==> config.mk <==
export PLATFORM = sky130hd
export DESIGN_NAME = instr_fetch_unit_flat
export DESIGN_NICKNAME = d
export VERILOG_FILES = /design/src/rtl/instr_fetch_unit_pkg.sv /design/src/rtl/instr_fetch_unit_if.sv /design/src/rtl/instr_fetch_unit_fetch_fifo.sv /design/src/rtl/instr_fetch_unit.sv /design/src/flat_wrapper.sv
export SDC_FILE = /design/constraint.sdc
export NUM_CORES = 1
export LEC_CHECK = 0
export BUFFER_PORTS_ARGS = -buffer_cell sky130_fd_sc_hd__clkbuf_2
export CAP_MARGIN = 10
export CORE_MARGIN = 8
export CORE_UTILIZATION = 30
export DETAILED_ROUTE_END_ITERATION = 6
export GPL_ROUTABILITY_DRIVEN = 0
export MAX_ROUTING_LAYER = met4
export SYNTH_ARGS = -nofsm -noshare
export SYNTH_HDL_FRONTEND = slang
export SYNTH_SLANG_ARGS = --single-unit
==> constraint.sdc <==
create_clock -name clk -period 4.3 [get_ports clk]
set_input_delay 0.215 -clock clk [delete_from_list [all_inputs] [get_ports clk]]
set_output_delay 0.215 -clock clk [all_outputs]
set_load 0.02 [all_outputs]
==> src/rtl/instr_fetch_unit_pkg.sv <==
// instr_fetch_unit_pkg: shared FSM encoding, fetch-entry type and PC increment for the fetch unit
package instr_fetch_unit_pkg;
   typedef enum logic {BOOT, RUN} ifu_state_e;
   typedef struct packed {
      logic [31:0] pc;
      logic [31:0] instr;
      logic        pred;
   } fetch_entry_t;
   localparam logic [31:0] PC_INC = 32'd4;
endpackage

==> src/rtl/instr_fetch_unit_if.sv <==
// instr_fetch_unit_if: instruction memory request/grant and in-order response bus
interface instr_fetch_unit_if;
   logic        imem_req;
   logic [31:0] imem_addr;
   logic        imem_gnt;
   logic        imem_rvalid;
   logic [31:0] imem_rdata;
   modport master (output imem_req, imem_addr, input imem_gnt, imem_rvalid, imem_rdata);
   modport slave (input imem_req, imem_addr, output imem_gnt, imem_rvalid, imem_rdata);
endinterface

==> src/rtl/instr_fetch_unit_fetch_fifo.sv <==
// fetch_fifo: circular buffer of fetch entries with flush and occupancy count (DEPTH a power of two)
module fetch_fifo
   import instr_fetch_unit_pkg::*;
#(
   parameter int DEPTH = 2,
   localparam int AW = $clog2(DEPTH),
   localparam int CW = AW + 1
) (
   input  logic          clk,
   input  logic          rstn,
   input  logic          push,
   input  logic          pop,
   input  logic          flush,
   input  fetch_entry_t  din,
   output fetch_entry_t  dout,
   output logic [CW-1:0] count
);
   fetch_entry_t  mem [DEPTH];
   logic [AW-1:0] rd_ptr, wr_ptr;
   logic          do_pop, do_push;
   assign do_pop = pop && count != '0;
   // a push into a full fifo is legal only when the head leaves in the same cycle
   assign do_push = push && (count != CW'(DEPTH) || do_pop);
   assign dout = mem[rd_ptr];
   always_ff @(posedge clk or negedge rstn)
      if (!rstn) begin
         rd_ptr <= '0;
         wr_ptr <= '0;
         count <= '0;
         for (int i = 0; i < DEPTH; i++) mem[i] <= '0;
      end else if (flush) begin
         rd_ptr <= '0;
         wr_ptr <= '0;
         count <= '0;
      end else begin
         if (do_push) begin
            mem[wr_ptr] <= din;
            wr_ptr <= wr_ptr + 1'b1;
         end
         if (do_pop) rd_ptr <= rd_ptr + 1'b1;
         count <= count + CW'(do_push) - CW'(do_pop);
      end
endmodule

==> src/rtl/instr_fetch_unit.sv <==
// instr_fetch_unit: PC generation, in-order imem request tracking and decode-side instruction buffer.
// Define IFU_PERF_CNT_EN to add the perf_fetched / perf_discarded counters.
module instr_fetch_unit
   import instr_fetch_unit_pkg::*;
#(
   parameter logic [31:0] RESET_PC = 32'h0000_0000,
   parameter int          DEPTH = 2
) (
   input  logic               clk,
   input  logic               rstn,
   output logic [31:0]        pc,
   input  logic               br_taken,
   input  logic [31:0]        bp_target,
   input  logic               redirect,
   input  logic [31:0]        redirect_pc,
   instr_fetch_unit_if.master imem,
   output logic               if_valid,
   output logic [31:0]        if_instr,
   output logic [31:0]        if_pc,
   output logic               if_pred_taken,
   input  logic               stall
`ifdef IFU_PERF_CNT_EN
   ,
   output logic [31:0]        perf_fetched,
   output logic [31:0]        perf_discarded
`endif
);
   localparam int CW = $clog2(DEPTH) + 1;
   ifu_state_e    state, state_nxt;
   logic [CW-1:0] tq_count, buf_count, discard;
   fetch_entry_t  tq_din, tag, buf_din, head;
   logic          gnt_fire, deliver, drop, pop;
   assign gnt_fire = imem.imem_req && imem.imem_gnt;
   assign deliver = imem.imem_rvalid && discard == '0;
   assign drop = imem.imem_rvalid && discard != '0;
   assign pop = if_valid && !stall;
   assign imem.imem_addr = {pc[31:2], 2'b00};
   assign tq_din = '{pc: pc, instr: '0, pred: br_taken};
   assign if_valid = buf_count != '0;
   assign {if_pc, if_instr, if_pred_taken} = head;
   always_ff @(posedge clk or negedge rstn)
      if (!rstn) state <= BOOT;
      else state <= state_nxt;
   // discards still occupy a slot: their responses have yet to arrive
   always_comb begin
      state_nxt = (state == BOOT) ? RUN : state;
      imem.imem_req = (state == RUN) && !redirect &&
                      (int'(buf_count) + int'(tq_count) + int'(discard) < DEPTH);
   end
   always_comb begin
      buf_din = tag;
      buf_din.instr = imem.imem_rdata;
   end
   always_ff @(posedge clk or negedge rstn)
      if (!rstn) pc <= RESET_PC;
      else if (redirect) pc <= redirect_pc;
      else if (gnt_fire) pc <= br_taken ? bp_target : pc + PC_INC;
   always_ff @(posedge clk or negedge rstn)
      if (!rstn) discard <= '0;
      else if (redirect) discard <= tq_count + discard + CW'(gnt_fire) - CW'(imem.imem_rvalid);
      else if (drop) discard <= discard - 1'b1;
   fetch_fifo #(.DEPTH(DEPTH)) u_tag_q (
      .clk(clk), .rstn(rstn), .push(gnt_fire), .pop(deliver), .flush(redirect),
      .din(tq_din), .dout(tag), .count(tq_count)
   );
   fetch_fifo #(.DEPTH(DEPTH)) u_ibuf (
      .clk(clk), .rstn(rstn), .push(deliver), .pop(pop), .flush(redirect),
      .din(buf_din), .dout(head), .count(buf_count)
   );
`ifdef IFU_PERF_CNT_EN
   logic dropped;
   assign dropped = imem.imem_rvalid && (discard != '0 || redirect);
   always_ff @(posedge clk or negedge rstn)
      if (!rstn) begin
         perf_fetched <= '0;
         perf_discarded <= '0;
      end else begin
         perf_fetched <= perf_fetched + 32'(pop);
         perf_discarded <= perf_discarded + 32'(dropped) +
                           (redirect ? 32'(buf_count) - 32'(pop) : 32'd0);
      end
`endif
endmodule

==> src/flat_wrapper.sv <==
// flat-port wrapper written by rule: the top's interface ports become plain ports
module instr_fetch_unit_flat import instr_fetch_unit_pkg::*;
#(
   parameter logic [31:0] RESET_PC = 32'h0000_0000,
   parameter int          DEPTH = 2
)
  (clk, rstn, pc, br_taken, bp_target, redirect, redirect_pc, if_valid, if_instr, if_pc, if_pred_taken, stall, imem_imem_req, imem_imem_addr, imem_imem_gnt, imem_imem_rvalid, imem_imem_rdata);
  instr_fetch_unit_if imem_i ();
  input  logic clk;
  input  logic rstn;
  output logic [31:0] pc;
  input  logic br_taken;
  input  logic [31:0] bp_target;
  input  logic redirect;
  input  logic [31:0] redirect_pc;
  output logic if_valid;
  output logic [31:0] if_instr;
  output logic [31:0] if_pc;
  output logic if_pred_taken;
  input  logic stall;
  output wire logic [$bits(imem_i.imem_req)-1:0] imem_imem_req;
  output wire logic [$bits(imem_i.imem_addr)-1:0] imem_imem_addr;
  input wire logic [$bits(imem_i.imem_gnt)-1:0] imem_imem_gnt;
  input wire logic [$bits(imem_i.imem_rvalid)-1:0] imem_imem_rvalid;
  input wire logic [$bits(imem_i.imem_rdata)-1:0] imem_imem_rdata;
  assign imem_imem_req = imem_i.imem_req;
  assign imem_imem_addr = imem_i.imem_addr;
  assign imem_i.imem_gnt = imem_imem_gnt;
  assign imem_i.imem_rvalid = imem_imem_rvalid;
  assign imem_i.imem_rdata = imem_imem_rdata;
  instr_fetch_unit #(.RESET_PC(RESET_PC), .DEPTH(DEPTH)) u_core (.clk(clk), .rstn(rstn), .pc(pc), .br_taken(br_taken), .bp_target(bp_target), .redirect(redirect), .redirect_pc(redirect_pc), .imem(imem_i), .if_valid(if_valid), .if_instr(if_instr), .if_pc(if_pc), .if_pred_taken(if_pred_taken), .stall(stall));
endmodule
Yosys cells after proc, flatten, opt, wreduce, memory -nomap -nowiden. Cells that the tools add are included.

Order comparisons: 7. Add/sub/neg operators: 15. Bitwise operators: 5. Multiplexer cells: 27. Reduce and logical (&&, ||, !) cells: 28. Equality and inequality tests: 2.

Operators by type and width (count): 65-bit 2-to-1 mux (8); 130-bit bitwise mux (2); 65-bit demux with 1-bit select (2); 32-bit 2-to-1 mux (3); 32-bit by 3-bit adder with 32-bit output (1); 32-bit by 3-bit adder with 32-bit output (second input constant) (1); 32-bit by 3-bit < comparator with 1-bit output (second input constant) (1); 2-bit nonzero test (9); 1-bit logical AND (12); 2-bit greater-or-equal comparator (second input constant) (4); 1-bit 2-to-1 mux (8); 2-bit 2-to-1 mux (4); 1-bit inverter with 2-bit output (4); 2-bit by 1-bit adder with 2-bit output (3); 2-bit by 1-bit subtractor with 2-bit output (3); 1-bit adder (second input constant) (4); 2-bit by 1-bit < comparator with 1-bit output (second input constant) (2); 2-bit inequality test (second input constant) (2); 2-bit AND reduction (2); 2-bit by 2-bit adder with 3-bit output (1); 2-bit adder (1); 1-bit logical NOT (2); 2-bit logical NOT (1); 1-bit logical OR (2); other kinds (2) (2).

Bits in registers: 303. Input bits: 103.

Depth between registers and ports, before layout. Gate-level depths: netlist of run 1.

Depth in word-level cells: 9. Mapped depth: 15.

Hierarchy. A second synthesis of run 1 with hierarchy kept.

Cell total of the unflattened synthesis: 1096. Area total of the unflattened synthesis: 15132.0 um2.

Modules (own cells, without submodules): fetch_fifo (area each 6058.3 um2, instances 2, cells an instance 368); instr_fetch_unit (area each 3015.4 um2, instances 1, cells an instance 360).

Least setup slack after synthesis of run 1. No wires, ideal clock.

Path kind: reg2reg. Start point: register u_core.u_tag_q.count[0]. End point: register u_core.discard[1]. Arrival time: 3.578 ns. Path buffers: 1. Stages on the path, launching flop included: 15. Required time: 4.163 ns. Path slack: 0.585 ns. Path through: dfrtp_1 ha_1 fa_1 inv_1 fa_1 nand4_1 nor2_2 inv_1 clkbuf_1 ha_1 inv_1 fa_1 xnor2_1 xnor2_1 a21oi_1.

Longest elaborated chain between the ends: 8. Elaborated cells between the ends (all ways): 9.

Ends and longest elaborated chain: start: declaration (line instr_fetch_unit_fetch_fifo.sv:16) `output logic [CW-1:0] count`; start signal: assignment (line instr_fetch_unit_fetch_fifo.sv:41) `count <= count + CW'(do_push) - CW'(do_pop);`; 2-bit by 2-bit adder with 3-bit output (line instr_fetch_unit.sv:48) `(int'(buf_count) + int'(tq_count) + int'(discard) < DEPTH);`; 32-bit by 3-bit adder with 32-bit output (line instr_fetch_unit.sv:48); 32-bit by 3-bit < comparator with 1-bit output (line instr_fetch_unit.sv:48); 1-bit logical AND (line instr_fetch_unit.sv:47) `imem.imem_req = (state == RUN) && !redirect &&`; 1-bit logical AND (line instr_fetch_unit.sv:33) `assign gnt_fire = imem.imem_req && imem.imem_gnt;`; 2-bit by 1-bit adder with 2-bit output (*) (line instr_fetch_unit.sv:60) `else if (redirect) discard <= tq_count + discard + CW'(gnt_fire) - CW'(imem.imem_rvalid);`; 2-bit by 1-bit subtractor with 2-bit output (*) (line instr_fetch_unit.sv:60); 2-bit 2-to-1 mux (*) (line instr_fetch_unit.sv:60); end signal: assignment (line instr_fetch_unit.sv:60); end signal: assignment (line instr_fetch_unit.sv:61) `else if (drop) discard <= discard - 1'b1;`; end: declaration (line instr_fetch_unit.sv:30) `logic [CW-1:0] tq_count, buf_count, discard;`.

Mark *: on every way between the ends. The rest lies on a longest branch, timed or not. A chain may end at the register's enable or synchronous reset.

Worst setup path after layout of run 1.
Start point: register u_core.u_tag_q.count[0]. End point: register u_core.pc[28].

Longest elaborated chain between the ends: 6.

Ends and longest elaborated chain: 2-bit by 2-bit adder with 3-bit output (line instr_fetch_unit.sv:48); 32-bit by 3-bit adder with 32-bit output (line instr_fetch_unit.sv:48); 32-bit by 3-bit < comparator with 1-bit output (line instr_fetch_unit.sv:48); 1-bit logical AND (line instr_fetch_unit.sv:47); 1-bit logical AND (line instr_fetch_unit.sv:33); 2-bit nonzero test (no line); end signal: assignment (line instr_fetch_unit.sv:56) `else if (redirect) pc <= redirect_pc;`; end signal: assignment (line instr_fetch_unit.sv:57) `else if (gnt_fire) pc <= br_taken ? bp_target : pc + PC_INC;`; end: declaration (line instr_fetch_unit.sv:11) `output logic [31:0] pc,`.

No other way between the ends.

==> results of run 1 <==
registers in the layout (all words and copies together), names as in the netlist:
register               count
u_core.u_ibuf.rd_ptr       1
u_core.u_tag_q.wr_ptr      1
u_core.state               1
u_core.u_ibuf.wr_ptr       1
u_core.u_tag_q.rd_ptr      1
u_core.discard             2
u_core.pc                 32
u_core.u_tag_q.count       2
u_core.u_ibuf.mem        130
u_core.u_ibuf.count        2
u_core.u_tag_q.mem        66
final cells by class:
class,instances,area [um^2],area share (%)
flip-flops and latches,239,5990,41.2
clock inverters,8,75.1,0.517
repair buffers,308,1930,13.3
multi-input cells,648,4990,34.4
clock buffers,38,810,5.58
well taps,518,648,4.47
inverters,20,75.1,0.517
layer usage:
metal | vias to the layer above | track usage (%) | share of wire (%)
met5 | - | - | 0
met4 | 0 | 3.83 | 2.0
met3 | 56 | 2.54 | 6.6
met2 | 331 | 22.7 | 44
met1 | 4299 | 20.6 | 47
li1 | 4041 | - | -
synthesized netlist by cell type, types with 8 or more instances:
cell      number
dfrtp_1      239
mux2_2       196
a21oi_1       61
nand2_1       61
nor2_1        61
o21ai_0       52
clkbuf_1      45
buf_4         37
mux2i_1       36
inv_1         18
nand4_1       15
nor3_1        13
nand2b_1      12
nand3_1       11
buf_2         10
ha_1           9
and3_1         8
xnor2_1        8
through the flow:
stage | instance area, um^2 | power [W] | hold WS [ns]
after floorplan | 11500 | 0.00629 | -0.0806
after global placement | 13000 | 0.00749 | 0.359
final | 14500 | 0.00984 | 0.0232
after global routing | 14500 | 0.0105 | 0.0193
after detailed placement | 13000 | 0.00759 | 0.383
after CTS | 14500 | 0.00999 | 0.000107
worst reg2reg max path, stage by stage (launching register included):
cell,delay [ns]
dfrtp_1,0.43
ha_1,0.22
fa_1,0.51
inv_1,0.06
fa_1,0.55
nand4_1,0.27
nor2_2,0.18
inv_1,0.07
buf_4,0.20
a211o_1,0.32
o2bb2ai_1,0.12
dlygate4sd3_1,0.55
worst max path at each step:
stage                            startpoint                end  slack [ns]  cells after the start
floorplan           u_core.u_tag_q.count[0]  u_core.discard[1]        0.58                     14
global placement    u_core.u_tag_q.count[0]  u_core.discard[1]        0.82                     13
detailed placement  u_core.u_tag_q.count[0]  u_core.discard[1]        0.77                     13
CTS                 u_core.u_tag_q.count[0]      u_core.pc[28]        0.70                     11
global route        u_core.u_tag_q.count[0]      u_core.pc[28]        0.53                     12
finish              u_core.u_tag_q.count[0]      u_core.pc[28]        0.70                     11
power groups by stage:
| stage | registers [W] | clock network, W | logic, W |
|---|---|---|---|
| finish | 0.00386 | 0.00228 | 0.00370 |
| global placement | 0.00386 | 0 | 0.00363 |
| global route | 0.00399 | 0.00246 | 0.00401 |
| CTS | 0.00388 | 0.00236 | 0.00376 |
| floorplan | 0.00362 | 0 | 0.00268 |
| detailed placement | 0.00391 | 0 | 0.00367 |
cell families (layout without fill, tap and decap cells):
logic type,Yosys count,count (layout),synth area share [%]
flip-flops,239,239,51.8
other,2,3,0.0651
adder cells (fa/ha/maj),12,12,1.50
AND/OR/NAND/NOR,209,209,8.78
buffers and inverters,115,374,5.06
AO/OA/AOI/OAI,181,181,9.66
multiplexers,232,232,22.3
XOR/XNOR,11,11,0.835
==> impl_metrics.tcl, run 1 <==
set metrics [dict create \
    power_leakage_nw 6.64 \
    synth.area.top_cells "dfrtp_1 (52%), mux2_2 (19%), mux2i_1 (3.1%)" \
    cts_tree "built" \
    synth_top_cell_area_share_pct 51.8 \
    dieArea_um2 45000 \
    max_slew_margin_pct 19.8 \
    grt_max_degree 122 \
    clk_pin_slew_ns 0.06 \
    maxCapViolCount 0 \
    syn_to_final_growth_pct 25.8 \
    worst-setup-path-type "flip-flop to flip-flop" \
    n_antenna_cell 0 \
    start_kind "flip-flop" \
    slowest_delay_ns 0.55 \
    cts_hold_buf 61 \
    reg2reg_from "u_core.u_tag_q.count[0]" \
    worst_slew_pin_slew_ns 1.20 \
    die_w_um 212 \
    end_kind "flip-flop" \
    synth_ff_type "dfrtp_1" \
    power.density_nw_per_um2 678 \
    dr.first_iter.drc_count 623 \
    async_flop_share_pct 100 \
    core_um2 38300 \
    io_buffers 231 \
    wl_per_cell_um 18.8 \
    drive_above_1_share_pct 39.5 \
    finalSetupTns_ns 0 \
    firstDrtPassIters 7 \
    dp_hpwl_um 22600 \
    r2r_cells 11 \
    drt-total-wl_um 33400 \
    yosysWarnings 0 \
    p_sw_share_pct 37.5 \
    cts_resized 0 \
    syn_avg_cell_area_um2 11.5 \
    crit_family "adder cells" \
    synth_cell_types 60 \
    finalHoldViolCount 0 \
    ys_ff_latch 239 \
    synth_top_area_cell "dfrtp_1" \
    worst_ep_arrival_time_ns 4.03 \
    dpl_worst_slack_ns 0.770 \
    antenna_left 0 \
    r2r_end "u_core.pc[28]" \
    layout_common_cells "dfrtp_1 (237), clkbuf_2 (230), mux2_2 (196)" \
    path_cells "ha_1, fa_1, inv_1, fa_1, nand4_1, nor2_2, inv_1, buf_4, a211o_1, o2bb2ai_1, dlygate4sd3_1" \
    postCtsSetupBuffers 0 \
    placedCellCount 1672 \
    slew_violations 0 \
    die_h_um 212 \
    post-route-period-util_pct 83.8 \
    grt_antenna_before_repair 0 \
    fin_util_pct 37.9 \
    fp-row-count 72 \
    fin_nets 1360 \
    grt_first_pass_wirelength_um 51700 \
    min_path_type "input pin to flip-flop" \
    timing.final.crit_period_ns 3.60 \
    via_per_inst 4.91 \
    cp_slowest_cell "fa_1" \
    p_int_w 0.00615 \
    whs_path_depth 3 \
    root_buffer "clkbuf_16" \
    crit_buf_inv 4 \
    overflow 0 \
    vias 8727 \
    status "finished, final reports clean" \
    ir_worst_vdd_uv 318 \
    synth_edf_count 0 \
    setup_slack_ns 0.698 \
    ios 234 \
    numCtsBuffers 28 \
    setup_viol 0 \
    groute.usage.overall_pct 15.0 \
    seq_power_share_pct 39.3 \
    first_global_vias 8886 \
    rsz0062_at_grt "no" \
    clk-insertion-delay-late_ns 0.55 \
    critPathMaxFanout 15 \
    fill_cells 3735 \
    regToRegSetupSlack_ns 0.70 \
    min_to "u_core.pc[30]" \
    clockPowerShare_pct 23.1 \
    hold_start "redirect_pc[30]" \
    pwr-share-comb_pct 37.6 \
    initial_core_util_pct 30.1 \
    worstPathRequired_ns 4.73 \
    synth_area_um2 11500 \
    max_freq_ghz 0.278 \
    skew_ns 0.0186 \
    cts_buffer_depth 3 \
    final_common_cell "dfrtp_1" \
    ys_seq_area_share_pct 51.8 \
    ctsHtreeMaxLevel 1 \
    drc 0 \
    final_cells 1779 \
    cts_sinks 239 \
    p_switching_w 0.00369 \
    synthCells 1001 \
]
Note: power is estimated with default switching activity, not from simulation.
==> run 2: changes to the inputs <==
==> constraint.sdc (replaced) <==
create_clock -name clk -period 3.44 [get_ports clk]
set_input_delay 0.172 -clock clk [delete_from_list [all_inputs] [get_ports clk]]
set_output_delay 0.172 -clock clk [all_outputs]
set_load 0.02 [all_outputs]
==> impl_metrics.tcl, run 2 (synthesis results as in run 1) <==
set metrics [dict create \
    wl_per_cell_um 18.5 \
    ir_worst_vdd_uv 376 \
    io_buffers 231 \
    via_per_inst 4.86 \
    first_global_vias 9071 \
    largest-register "u_core.u_ibuf.mem" \
    grt_antenna_before_repair 0 \
    p_sw_share_pct 36.7 \
    regToRegSetupSlack_ns 0.11 \
    dpl-instance-area_um2 13100 \
    design_area_um2 14800 \
    post-route-period-util_pct 96.9 \
    ctsHtreeMaxLevel 1 \
    layout_common_cells "dfrtp_1 (237), clkbuf_2 (230), mux2_2 (196)" \
    skew_ns 0.00946 \
    vias 8781 \
    largest_reg_flops 130 \
    critPathMaxFanout 15 \
    root_buffer "clkbuf_16" \
    critPathLaunch "u_core.u_tag_q.count[0]" \
    dieArea_um2 45000 \
    groute.usage.overall_pct 15.1 \
    worst-setup-path-type "flip-flop to flip-flop" \
    clk-insertion-delay-late_ns 0.54 \
    cts_tree "built" \
    drc 0 \
    timing.final.crit_period_ns 3.33 \
    setup_viol 0 \
    numCtsBuffers 28 \
    dr.first_iter.drc_count 568 \
    grt_max_degree 106 \
    pwr-share-comb_pct 37.1 \
    overflow 0 \
    grt_first_pass_wirelength_um 52400 \
    largestRegisters "u_core.u_ibuf.mem x130, u_core.u_tag_q.mem x66, u_core.pc x32" \
    cts_sinks 239 \
    p_switching_w 0.00462 \
    final_cells 1807 \
    fin_nets 1382 \
    maxCapViolCount 0 \
    worst_ep_arrival_time_ns 3.76 \
    status "finished, final reports clean" \
    r2r_end "u_core.pc[28]" \
    drive_above_1_share_pct 40.3 \
    finalSetupTns_ns 0 \
    power.density_nw_per_um2 850 \
    ios 234 \
    power_leakage_nw 6.80 \
    reg2reg_from "u_core.u_tag_q.count[0]" \
    r2r_cells 11 \
    whs_ns 0.0446 \
    clockPowerShare_pct 24.8 \
    setup_slack_ns 0.108 \
    syn_to_final_growth_pct 28.5 \
    drt-total-wl_um 33500 \
    dp_hpwl_um 22600 \
    core_um2 38300 \
    worst_slew_pin_slew_ns 1.03 \
    cts_buffer_depth 3 \
    initial_core_util_pct 30.1 \
    max_freq_ghz 0.300 \
    firstDrtPassIters 5 \
    die_h_um 212 \
    min_path_type "input pin to flip-flop" \
    slew_violations 0 \
    max_slew_margin_pct 31.3 \
    antenna_left 0 \
    finalHoldViolCount 0 \
    start_kind "flip-flop" \
    seq_power_share_pct 38.1 \
    dpl_worst_slack_ns 0.213 \
    worstPathRequired_ns 3.87 \
    placedCellCount 1679 \
    end_kind "flip-flop" \
    fp-row-count 72 \
    clk_pin_slew_ns 0.06 \
    p_int_w 0.00798 \
    die_w_um 212 \
    timing.critical_path.to "u_core.pc[28]" \
    n_antenna_cell 0 \
    final_common_cell "dfrtp_1" \
]
run 2: final cells by class:
cell class / count / area, um^2
timing repair buffer: 330 / 2140
inverter: 20 / 75.1
multi-input combinational: 648 / 5000
clock inverter: 12 / 166
sequential: 239 / 5990
tap: 518 / 648
clock buffer: 40 / 817
fill: 3698 / 23500
run 2: worst min path at each step:
| stage | from | to | cells past startpoint |
|---|---|---|---|
| 6_report | bp_target[13] | u_core.pc[13] | 3 |
| 5_1_grt | bp_target[13] | u_core.pc[13] | 3 |
| 4_1_cts | bp_target[13] | u_core.pc[13] | 3 |
| 3_5_place_dp | rstn | u_core.u_ibuf.mem[92] | 1 |
| 3_3_place_gp | rstn | u_core.u_ibuf.mem[27] | 1 |
| 2_1_floorplan | rstn | u_core.discard[0] | 0 |
run 2: power by group through the flow:
stage                     sequential, W  combinational, W  clock [W]
after global routing            0.00499           0.00508    0.00334
final                           0.00481           0.00467    0.00312
after floorplan                 0.00452           0.00336          0
after detailed placement        0.00487           0.00461          0
after CTS                       0.00482           0.00472    0.00322
after global placement          0.00481           0.00456          0
run 2: timing repair:
action / CTS / global route
resized for setup: 0 / 1
hold endpoints to repair: 192 / 0
setup buffers: 0 / 6
hold buffers: 70 / 0
setup endpoints to repair: 0 / 3
run 2: stage by stage:
stage	total power [W]	util, %
floorplan	0.00788	-
global placement	0.00937	34.2
detailed placement	0.00949	34.2
CTS	0.0128	38.6
global route	0.0134	38.7
finish	0.0126	38.7
run 2: per-layer routing:
layer / share of wire (%) / up-vias / wire length (um) / GRT usage, %
met4: 2.4 / 0 / 820 / 4.55
li1: - / 4102 / - / -
met3: 6.4 / 50 / 2140 / 2.49
met5: 0 / - / 0 / -
met2: 45 / 328 / 15100 / 23.1
met1: 46 / 4301 / 15400 / 20.4
run 2: critical path, stage by stage, from the launching register on:
cell	delay (ns)
dfrtp_1	0.38
ha_2	0.19
fa_1	0.51
inv_1	0.07
fa_2	0.56
nand4_1	0.16
nor2_4	0.14
inv_2	0.05
buf_4	0.19
a211o_1	0.30
o2bb2ai_1	0.12
dlygate4sd3_1	0.55
==> run 3: changes to the inputs <==
--- a/config.mk
+++ b/config.mk
@@ -12,6 +12,7 @@
 export DETAILED_ROUTE_END_ITERATION = 6
 export GPL_ROUTABILITY_DRIVEN = 0
 export MAX_ROUTING_LAYER = met4
+export PLACE_DENSITY_LB_ADDON = 0.1
 export SYNTH_ARGS = -nofsm -noshare
 export SYNTH_HDL_FRONTEND = slang
 export SYNTH_SLANG_ARGS = --single-unit
==> impl_metrics.tcl, run 3 (synthesis results as in run 1) <==
set metrics [dict create \
    status "finished, final reports clean" \
    p_total_w 0.0124 \
    drive_above_1_share_pct 41.0 \
    root_buffer "clkbuf_16" \
    power_leakage_nw 6.84 \
    cts_buffer_depth 3 \
    max_slew_margin_pct 29.7 \
    crit_family "adder cells" \
    design_area_um2 14900 \
    groute.usage.overall_pct 16.1 \
    largestRegisters "u_core.u_ibuf.mem x130, u_core.u_tag_q.mem x66, u_core.pc x32" \
    cp_slowest_cell "dlygate4sd3_1" \
    whs_path_depth 4 \
    fp-row-count 72 \
    max_freq_ghz 0.304 \
    cts_sinks 239 \
    clk-insertion-delay-late_ns 0.54 \
    io_buffers 231 \
    worst_ep_arrival_time_ns 3.72 \
    maxCapViolCount 0 \
    critPathMaxFanout 15 \
    worstPathRequired_ns 3.87 \
    worst-setup-path-type "flip-flop to flip-flop" \
    crit_buf_inv 4 \
    slowest_delay_ns 0.55 \
    die_h_um 212 \
    rsz0062_at_grt "yes" \
    n_antenna_cell 0 \
    start_kind "flip-flop" \
    dieArea_um2 45000 \
    r2r_end "u_core.pc[28]" \
    numCtsBuffers 29 \
    ctsHtreeMaxLevel 1 \
    overflow 0 \
    grt_max_degree 99 \
    whs_ns 0.0437 \
    largest-register "u_core.u_ibuf.mem" \
    first_global_vias 9201 \
    grt_antenna_before_repair 0 \
    timing.final.crit_period_ns 3.29 \
    dr.first_iter.drc_count 421 \
    reg2reg_from "u_core.u_ibuf.count[0]" \
    setup_viol 0 \
    hold_start "bp_target[4]" \
    antenna_left 0 \
    die_w_um 212 \
    skew_ns 0.0127 \
    min_to "u_core.pc[4]" \
    finalSetupTns_ns 0 \
    cts_tree "built" \
    slew_violations 0 \
    layout_common_cells "dfrtp_1 (237), clkbuf_2 (230), mux2_2 (196)" \
    grt_first_pass_wirelength_um 55400 \
    core_um2 38300 \
    final_common_cell "dfrtp_1" \
    critPathLaunch "u_core.u_ibuf.count[0]" \
    power.density_nw_per_um2 829 \
    dp_hpwl_um 24300 \
    initial_core_util_pct 30.1 \
    ir_worst_vdd_uv 347 \
    syn_to_final_growth_pct 29.2 \
    path_cells "ha_2, fa_1, inv_2, fa_2, nand4_1, nor2_4, inv_2, buf_8, a211o_1, o2bb2ai_1, dlygate4sd3_1" \
    vias 8732 \
    dpl-instance-area_um2 13200 \
    cpMostUsedCell "inv_2" \
    post-route-period-util_pct 95.7 \
    firstDrtPassIters 4 \
    ios 234 \
    min_path_type "input pin to flip-flop" \
    clk_pin_slew_ns 0.06 \
    fin_nets 1401 \
    via_per_inst 4.80 \
    finalHoldViolCount 0 \
    r2r_cells 11 \
    largest_reg_flops 130 \
    drc 0 \
    wl_per_cell_um 19.5 \
    drt-total-wl_um 35400 \
    end_kind "flip-flop" \
    worst_slew_pin_slew_ns 1.05 \
    regToRegSetupSlack_ns 0.15 \
]
run 3: cell types whose count changed in the layout (fill, tap and decap cells not counted), sizes merged:
cell	change
dlymetal6s4s	+1
clkbuf	+3
bufinv	-4
buf	+17
dlygate4sd3	-1
clkinv	-4
clkdlybuf4s15	+1
run 3: routing by layer:
| metal | track usage (%) | up-vias | share of wire, % | wire, um |
|---|---|---|---|---|
| met4 | 3.35 | 0 | 1.6 | 570 |
| met3 | 2.90 | 46 | 5.5 | 1940 |
| li1 | - | 4127 | - | - |
| met1 | 22.0 | 4317 | 48 | 17000 |
| met2 | 24.7 | 242 | 45 | 15900 |
| met5 | - | - | 0 | 0 |
run 3: worst min-delay path, stage by stage:
cell and delay (ns):
clkbuf_2 0.07, mux2_2 0.13, o22ai_1 0.06, a21oi_1 0.11
run 3: area by class of cell:
| class | instances | area (um^2) |
|---|---|---|
| clock buffer | 43 | 838 |
| clock inverter | 4 | 22.5 |
| fill | 3829 | 23400 |
| inverter | 20 | 75.1 |
| multi-input combinational | 648 | 5020 |
| sequential | 239 | 5990 |
| tap | 518 | 648 |
| timing repair buffer | 348 | 2310 |
run 3: worst max path at each step:
stage | slack [ns] | cells past startpoint | end
CTS | 0.05 | 11 | u_core.pc[17]
global placement | 0.22 | 13 | u_core.discard[1]
finish | 0.15 | 11 | u_core.pc[28]
floorplan | -0.10 | 14 | u_core.discard[1]
global route | -0.05 | 13 | u_core.discard[1]
detailed placement | 0.22 | 13 | u_core.discard[1]
run 3: through the flow:
step / util [%] / instances / setup slack [ns]
6_report: 38.9 / 1820 / 0.147
4_1_cts: 38.5 / 1807 / 0.0495
2_1_floorplan: - / 1002 / -0.102
3_5_place_dp: 34.5 / 1690 / 0.222
5_1_grt: 38.9 / 1820 / -0.0507
3_3_place_gp: 34.5 / 1690 / 0.218
run 3: repair_timing:
item / CTS / global route
setup buffers: 0 / 12
hold buffers: 70 / 0
setup endpoints to repair: 0 / 8
resized for setup: 0 / 12
hold endpoints to repair: 178 / 0
run 3: power breakdown:
part           total [W]  switching (W)  internal, W
logic            0.00470        0.00253      0.00217
clock network    0.00282        0.00117      0.00166
registers        0.00483       0.000927      0.00391
total             0.0124        0.00463      0.00773
